### config.mk
export PLATFORM = sky130hd
export DESIGN_NAME = floating_point_aligner
export DESIGN_NICKNAME = d
export VERILOG_FILES = /design/src/rtl/floating_point_aligner.sv
export SDC_FILE = /design/constraint.sdc
export NUM_CORES = 1
export LEC_CHECK = 0
export ABC_AREA = 1
export BUFFER_PORTS_ARGS = -buffer_cell sky130_fd_sc_hd__buf_2
export CAP_MARGIN = 20
export CORE_AREA = 2 2 117 119
export CTS_BUF_LIST = sky130_fd_sc_hd__clkbuf_4
export DETAILED_ROUTE_END_ITERATION = 16
export DIE_AREA = 0 0 119 121
export GPL_TIMING_DRIVEN = 0
export HOLD_SLACK_MARGIN = 0.06
export PLACE_DENSITY = 0.53
export SKIP_LAST_GASP = 1
export SLEW_MARGIN = 20
export SYNTH_ARGS = -nofsm -noshare
export SYNTH_HDL_FRONTEND = slang
export SYNTH_SLANG_ARGS = --single-unit
### constraint.sdc
create_clock -name clk -period 4.7 [get_ports clk]
set_input_delay 0.235 -clock clk [delete_from_list [all_inputs] [get_ports clk]]
set_output_delay 0.235 -clock clk [all_outputs]
set_load 0.05 [all_outputs]
### src/rtl/floating_point_aligner.sv
`default_nettype none
// ============================================================================
//  Module      : floating_point_aligner
//  Description : Aligns the mantissas of two unsigned IEEE-754 single values
//                (sign removed) to a common exponent. The mantissa with the
//                smaller effective exponent is logically right-shifted by up
//                to STEP bits per cycle until both share the larger exponent.
//                One operation is held at a time (IDLE -> SHIFT -> DONE).
//  Ports       : clk, reset (async, active-high)
//                a, b          [30:0] operands, [30:23] exponent, [22:0] frac
//                in_valid/in_ready      input handshake (ready only in IDLE)
//                a_mant, b_mant [23:0]  aligned mantissas incl. hidden bit
//                exp [7:0]              common exponent
//                out_valid/out_ready    output handshake
//  Revision    : 1.0 - initial release
// ============================================================================
module floating_point_aligner #(
    parameter int STEP = 1
) (
    input  logic        clk,
    input  logic        reset,
    input  logic [30:0] a,
    input  logic [30:0] b,
    input  logic        in_valid,
    output logic        in_ready,
    output logic [23:0] a_mant,
    output logic [23:0] b_mant,
    output logic [7:0]  exp,
    output logic        out_valid,
    input  logic        out_ready
);

    localparam logic [1:0] IDLE  = 2'd0;
    localparam logic [1:0] SHIFT = 2'd1;
    localparam logic [1:0] DONE  = 2'd2;

    localparam logic [4:0] C_STEP    = 5'(STEP);
    localparam logic [4:0] C_MAX_REM = 5'd24;

    logic [1:0] r_state;
    logic [1:0] w_next_state;
    logic [4:0] r_remaining;
    logic       r_target_a;
    logic       r_target_b;

    // ------------------------------------------------------------------
    // Operand decode for the accept cycle
    // ------------------------------------------------------------------
    logic [7:0] w_exp_a, w_exp_b;
    logic [7:0] w_eff_a, w_eff_b;
    logic       w_hid_a, w_hid_b;
    logic       w_a_smaller, w_b_smaller;
    logic [7:0] w_diff;
    logic [4:0] w_rem0;
    logic [4:0] w_k;

    assign w_exp_a = a[30:23];
    assign w_exp_b = b[30:23];
    assign w_hid_a = |w_exp_a;
    assign w_hid_b = |w_exp_b;
    // Denormals share the exponent of the smallest normal for alignment.
    assign w_eff_a = w_hid_a ? w_exp_a : 8'd1;
    assign w_eff_b = w_hid_b ? w_exp_b : 8'd1;

    assign w_a_smaller = (w_eff_a < w_eff_b);
    assign w_b_smaller = (w_eff_b < w_eff_a);
    assign w_diff      = w_a_smaller ? (w_eff_b - w_eff_a) : (w_eff_a - w_eff_b);
    // Shifting by 24 or more clears a 24-bit mantissa, so cap the count.
    assign w_rem0      = (w_diff > 8'd24) ? C_MAX_REM : w_diff[4:0];

    // Shift amount for this cycle: whatever is left, at most STEP.
    assign w_k = (r_remaining < C_STEP) ? r_remaining : C_STEP;

    // ------------------------------------------------------------------
    // FSM: state register
    // ------------------------------------------------------------------
    always_ff @(posedge clk or posedge reset) begin
        if (reset) begin
            r_state <= IDLE;
        end else begin
            r_state <= w_next_state;
        end
    end

    // ------------------------------------------------------------------
    // FSM: next-state logic
    // ------------------------------------------------------------------
    always_comb begin
        w_next_state = r_state;
        case (r_state)
            IDLE: begin
                if (in_valid) begin
                    w_next_state = (w_rem0 == 5'd0) ? DONE : SHIFT;
                end
            end
            SHIFT: begin
                if (r_remaining == w_k) begin
                    w_next_state = DONE;
                end
            end
            DONE: begin
                // out_ready only counts once the result is being presented.
                if (out_valid && out_ready) begin
                    w_next_state = IDLE;
                end
            end
            default: w_next_state = IDLE;
        endcase
    end

    // ------------------------------------------------------------------
    // FSM: outputs
    // ------------------------------------------------------------------
    always_comb begin
        in_ready = (r_state == IDLE);
    end

    // ------------------------------------------------------------------
    // Datapath
    // ------------------------------------------------------------------
    always_ff @(posedge clk or posedge reset) begin
        if (reset) begin
            a_mant      <= 24'd0;
            b_mant      <= 24'd0;
            exp         <= 8'd0;
            out_valid   <= 1'b0;
            r_remaining <= 5'd0;
            r_target_a  <= 1'b0;
            r_target_b  <= 1'b0;
        end else begin
            case (r_state)
                IDLE: begin
                    if (in_valid) begin
                        a_mant      <= {w_hid_a, a[22:0]};
                        b_mant      <= {w_hid_b, b[22:0]};
                        exp         <= (w_exp_a > w_exp_b) ? w_exp_a : w_exp_b;
                        r_remaining <= w_rem0;
                        r_target_a  <= w_a_smaller;
                        r_target_b  <= w_b_smaller;
                    end
                end
                SHIFT: begin
                    if (r_target_a) begin
                        a_mant <= a_mant >> w_k;
                    end
                    if (r_target_b) begin
                        b_mant <= b_mant >> w_k;
                    end
                    r_remaining <= r_remaining - w_k;
                end
                DONE: begin
                    // First DONE cycle presents the result; it is then held
                    // until the consumer takes it.
                    if (!out_valid) begin
                        out_valid <= 1'b1;
                    end else if (out_ready) begin
                        out_valid <= 1'b0;
                    end
                end
                default: begin
                    out_valid <= 1'b0;
                end
            endcase
        end
    end

endmodule
`default_nettype wire
==> results of run 1 <==
cell type report:
| type | count | share of cell area, % |
|---|---|---|
| buffer | 37 | 2.97 |
| clock buffer | 10 | 1.37 |
| clock inverter | 5 | 0.847 |
| inverter | 119 | 8.26 |
| multi-input combinational | 414 | 40.5 |
| sequential | 66 | 30.2 |
| tap | 176 | 4.03 |
| timing repair buffer | 125 | 11.8 |
worst max-delay path by stage:
stage	start	endpoint	slack, ns
after floorplan	b[24]	r_remaining[0]	2.38
after global placement	reset	b_mant[19]	1.83
after detailed placement	b[29]	r_remaining[0]	1.78
after CTS	b[29]	r_remaining[0]	2.23
after global routing	b[24]	r_state[0]	1.89
final	b[29]	r_remaining[0]	2.22
tightest hold or removal path: stages:
cell,delay (ns)
buf_2,0.08
a2bb2oi_1,0.05
a21oi_1,0.12
what timing repair did:
item,4_1_cts,5_1_grt
endpoints found under the setup margin,0,0
hold buffers,1,0
hold endpoints to repair,26,0
stage by stage:
step           utilization (%)  cell area [um2]  setup slack [ns]
2_1_floorplan                -             4480              2.38
3_3_place_gp              40.6             5310              1.83
6_report                  41.8             5470              2.22
3_5_place_dp              40.8             5340              1.78
5_1_grt                   41.8             5470              1.89
4_1_cts                   41.8             5470              2.23
power groups by stage:
stage	sequential [uW]	combinational [uW]	clock, uW
2_1_floorplan	1840	1220	0
3_3_place_gp	1060	2610	0
3_5_place_dp	1070	2630	0
4_1_cts	1060	2640	370
5_1_grt	1100	2890	393
6_report	1060	2620	353
cell families (layout without fill, tap and decap cells):
logic type	count (synthesis)	count (layout)	synth area share, %
xor+xnor	4	4	0.782
buf+inv	156	296	13.7
fa+ha+maj	28	28	8.16
compound gates	130	130	17.1
simple gates	252	252	23.4
flops	66	66	36.9
flip-flops by register name, indices dropped and copies added, names as in the netlist:
| register | flops |
|---|---|
| a_mant | 24 |
| b_mant | 24 |
| exp | 8 |
| out_valid | 1 |
| r_remaining | 5 |
| r_state | 2 |
| r_target_a | 1 |
| r_target_b | 1 |
per-layer routing:
| metal | vias to the layer above | global-route usage [%] | wire, um |
|---|---|---|---|
| li1 | 2299 | - | - |
| met1 | 2015 | 23.1 | 5800 |
| met2 | 126 | 27.5 | 5330 |
| met3 | 19 | 4.04 | 674 |
| met4 | 0 | 5.28 | 228 |
| met5 | - | 0 | 0 |
Yosys cell counts:
library cell and number:
a21boi_4 2, buf_6 1, o21ai_1 32, buf_1 1
o311ai_0 1, nor3_1 1, a211oi_1 1, o211ai_1 1
inv_2 4, nand2_2 1, inv_4 1, xor2_1 4
inv_1 114, buf_2 4, buf_4 3, nand4_1 9
fa_1 2, o21bai_1 2, a21oi_1 12, a221oi_1 1
a2bb2oi_1 3, o21ai_0 30, ha_1 26, nor2_1 33
nand3b_1 1, dfrtp_1 66, o21ai_2 1, clkbuf_1 28
nor2_4 4, nand2_1 183, nand2_4 2, nand3_2 1
o22ai_1 44, nand3_1 17
==> metrics.csv, run 1 <==
metric,value,unit
synthTopCellsByArea,"dfrtp_1, nand2_1, inv_1",
min-delay-start,a[0],
slowest_delay,0.43,ns
place_hpwl,9.59,mm
grt.total_usage,17.2,%
min-delay-path-class,input pin to flop,
worstMarginPinSlew,0.536,ns
die_y,121,um
r2r_end,b_mant[0],
rows,42,
leakagePower,0.00290,uW
numClockSinks,66,
fill_cells,1419,
cp_num_buf_inv,6,
crit_type,input pin to flop,
finalSetupTns,0,ns
antenna_found_initial,0,
hold_path_end,a_mant[0],
r2r_setup_slack,2.68,ns
numCtsBuffers,9,
vias_per_cell,4.68,
rr_worst_depth,8,
io_buffers,123,
die-area,14400,um2
min_path_cells,3,
p_clk_share,8.8,%
maxCapViolCount,0,
status,"complete, no violations",
grt_pass1_wl,20.2,mm
grt-ovfl-total,0,
ys_types,34,
clock_path_buffers,2,
grt_pass1_vias,4282,
holdWs,0.116,ns
finalWirelength,12.0,mm
hold_violations,0,
netlist_area,4480,um2
period_minus_slack,2.48,ns
multi_input_area,2210,um2
gp_congestion,0.860,
p_switching,2300,uW
critical_path_cell_count,23,
clk_pin_slew,0.10,ns
total_power,4030,uW
first_pass_iters,5,
period_share,52.7,%
final_cell_mix,"nand2_1, buf_2, inv_1",
required,5.01,ns
initial_core_util,34.2,%
ys_seq_elements,66,
start_kind,input pin,
fmax,403,MHz
postCtsSetupBuffers,0,
ctsResizeCount,0,
htreeDepth,3,
synth_top_area_share,36.9,%
crit_family,simple AND/OR/NAND/NOR gates,
critPathMaxFanout,9,
finalSetupViolCount,0,
antenna_left,0,
clk_latency,0.42,ns
drv_slew,0,
seqCellArea,1650,um2
reg2reg_from,r_remaining[4],
drt_iter0_markers,304,
layout_commonest_cell,nand2_1,
crit_arrival,2.79,ns
endpoint_kind,flop,
die_x,119,um
ir_worst_vdd,0.000386,V
path_cells,"buf_2, inv_1, nand4_1, nor2_1, nor2_1, inv_1, ha_1, inv_1, fa_1, nand3_1, nand2_1, nand2_1, nand2_4, inv_2, nand2_1, nand2_1, inv_1, nor2_1, nand2_1, nand4_1, nand2_1, nand2_1, nand2_1",
wl_per_cell,12.6,um
syn_area_per_cell,7.04,um2
num_antenna_cells,0,
p_int,1740,uW
core_area,13100,um2
relSlewSlack,64.1,%
drc,0,
crit_top_cell,nand2_1,
grt_max_degree,41,
finClkSkew,0.0211,ns
power_frac_comb,64.9,%
area_growth,22.1,%
layout.cells.non_filler,952,
yosysWarnings,0,
cellPowerDensity,738,nW/um2
postSynthCellCount,636,
grt_setup_unrepaired,false,
syn-num-nets,730,
seq_area_frac_synth,36.9,%
seqPwrFrac,26.3,%
switching_share,57.0,%
slowest_stage,fa_1,
cts_tree,yes,
io_pins,124,
dpl.cell_count,936,
layout.nets,866,
synth_top_area_cell,dfrtp_1,
vias,4459,
cts-root-buf,clkbuf_4,
drive_gt1_share,20.7,%
(Power assumes the default switching activity.)
==> inputs of run 2 (changes only) <==
==> constraint.sdc (replaced) <==
create_clock -name clk -period 2.3 [get_ports clk]
set_input_delay 0.115 -clock clk [delete_from_list [all_inputs] [get_ports clk]]
set_output_delay 0.115 -clock clk [all_outputs]
set_load 0.05 [all_outputs]
==> run 2 against run 1 <==
Clock power is 100% higher; combinational power is 110% higher; utilization is 4.5 points higher; critical endpoint is now r_remaining[2].
==> metrics.csv, run 2 (same netlist as run 1, synthesis figures left out) <==
metric,value,unit
finalSetupTns,0,ns
endpoint_kind,flop,
die_y,121,um
io_buffers,123,
total_power,8330,uW
clk_pin_slew,0.11,ns
cts_tree,yes,
finClkSkew,0.0113,ns
grt_pass1_vias,4645,
die-area,14400,um2
grt-ovfl-total,0,
required,2.61,ns
maxCapViolCount,0,
crit_arrival,2.43,ns
top_layer,met4,
hold_violations,0,
status,"complete, no violations",
period_share,92.1,%
clock_path_buffers,2,
die_x,119,um
numCtsBuffers,9,
critPathMaxFanout,4,
io_pins,124,
antenna_found_initial,0,
layout.nets,922,
numClockSinks,66,
final_cell_mix,"nand2_1, buf_2, inv_1",
area_growth,35.2,%
grt.total_usage,18.3,%
worst_slack,0.181,ns
initial_core_util,34.2,%
clk_latency,0.41,ns
drc,0,
pre_cts_slack,-0.491,ns
place_hpwl,9.70,mm
min-delay-path-class,input pin to flop,
grt_pass1_wl,21.7,mm
rows,42,
relSlewSlack,64.1,%
drv_slew,0,
reg2reg_from,r_remaining[4],
worstMarginPinSlew,0.536,ns
r2r_end,a_mant[0],
gp_congestion,0.832,
fill_cells,1390,
startpoint,a[29],
seqCellArea,1650,um2
layout.cells.non_filler,1008,
r2r_setup_slack,0.27,ns
ir_worst_vdd,0.000738,V
wl_met1,5.95,mm
layout_commonest_cell,nand2_1,
reg_top3,"a_mant (24), b_mant (24), exp (8)",
dpl.cell_count,936,
core_area,13100,um2
antenna_left,0,
routed-wl-met3,704,um
leakagePower,0.00313,uW
num_antenna_cells,0,
cellPowerDensity,1380,nW/um2
vias_per_cell,4.66,
cts-root-buf,clkbuf_4,
first_pass_iters,4,
dr_wl_met2,5.93,mm
crit_type,input pin to flop,
fmax,472,MHz
multi_input_area,2230,um2
grt_max_degree,44,
period_minus_slack,2.12,ns
drt_iter0_markers,249,
vias,4697,
start_kind,input pin,
htreeDepth,3,
crit_path_end,r_remaining[2],
rr_worst_depth,8,
finalWirelength,12.6,mm
drive_gt1_share,21.2,%
wl_per_cell,12.5,um
finalSetupViolCount,0,
## run 2: layer usage
layer,track usage (%),up-vias
li1,-,2404
met1,24.1,2160
met2,31.1,129
met3,4.28,4
met4,3.13,0
met5,0,-
## run 2: repair_timing
item / CTS / global route
endpoints found under the hold margin: 121 / 0
setup buffers: 0 / 2
resized for setup: 1 / 14
hold buffers: 55 / 0
pin swaps: 0 / 3
setup endpoints to repair: 4 / 7
## run 2: final cells by class
| class | instances | share of cell area (%) |
|---|---|---|
| multi-input combinational | 414 | 36.9 |
| sequential | 66 | 27.3 |
| timing repair buffer | 181 | 20.0 |
| inverter | 119 | 7.54 |
| tap | 176 | 3.64 |
| buffer | 37 | 2.69 |
| clock buffer | 10 | 1.24 |
| clock inverter | 5 | 0.764 |
## run 2: how the worst min path moves through the flow
stage / startpoint / endpoint / slack, ns / cells after the start
floorplan: a[0] / a_mant[0] / 0.30 / 2
global placement: b[0] / b_mant[0] / 0.40 / 3
detailed placement: reset / a_mant[6] / 0.13 / 2
CTS: a[21] / a_mant[21] / 0.06 / 5
global route: a[21] / a_mant[21] / 0.07 / 5
finish: a[21] / a_mant[21] / 0.09 / 5
## run 2: stage by stage
step / area, um2 / util, % / hold WS (ns)
detailed placement: 5350 / 40.9 / 0.126
floorplan: 4480 / - / 0.303
global placement: 5320 / 40.6 / 0.397
global route: 6060 / 46.3 / 0.0745
finish: 6060 / 46.3 / 0.0854
CTS: 6020 / 46.0 / 0.0644
## run 2: critical path, stage by stage
cell and delay (ns):
buf_2 0.14, inv_1 0.08, nand4_1 0.15, nor3_2 0.26
nor2_2 0.08, inv_1 0.06, ha_1 0.14, inv_1 0.07
fa_2 0.37, nand3_1 0.10, nand3_1 0.12, xor2_1 0.17
nand2_1 0.06, nand2_1 0.08, nor2_1 0.10, nand2_1 0.08
nand4_1 0.08, nand2_1 0.06, nand2_1 0.07, nand2_1 0.04
## run 2: where the power goes
part	switching, uW	internal (uW)
sequential	419	1740
combinational	3910	1550
clock	395	326
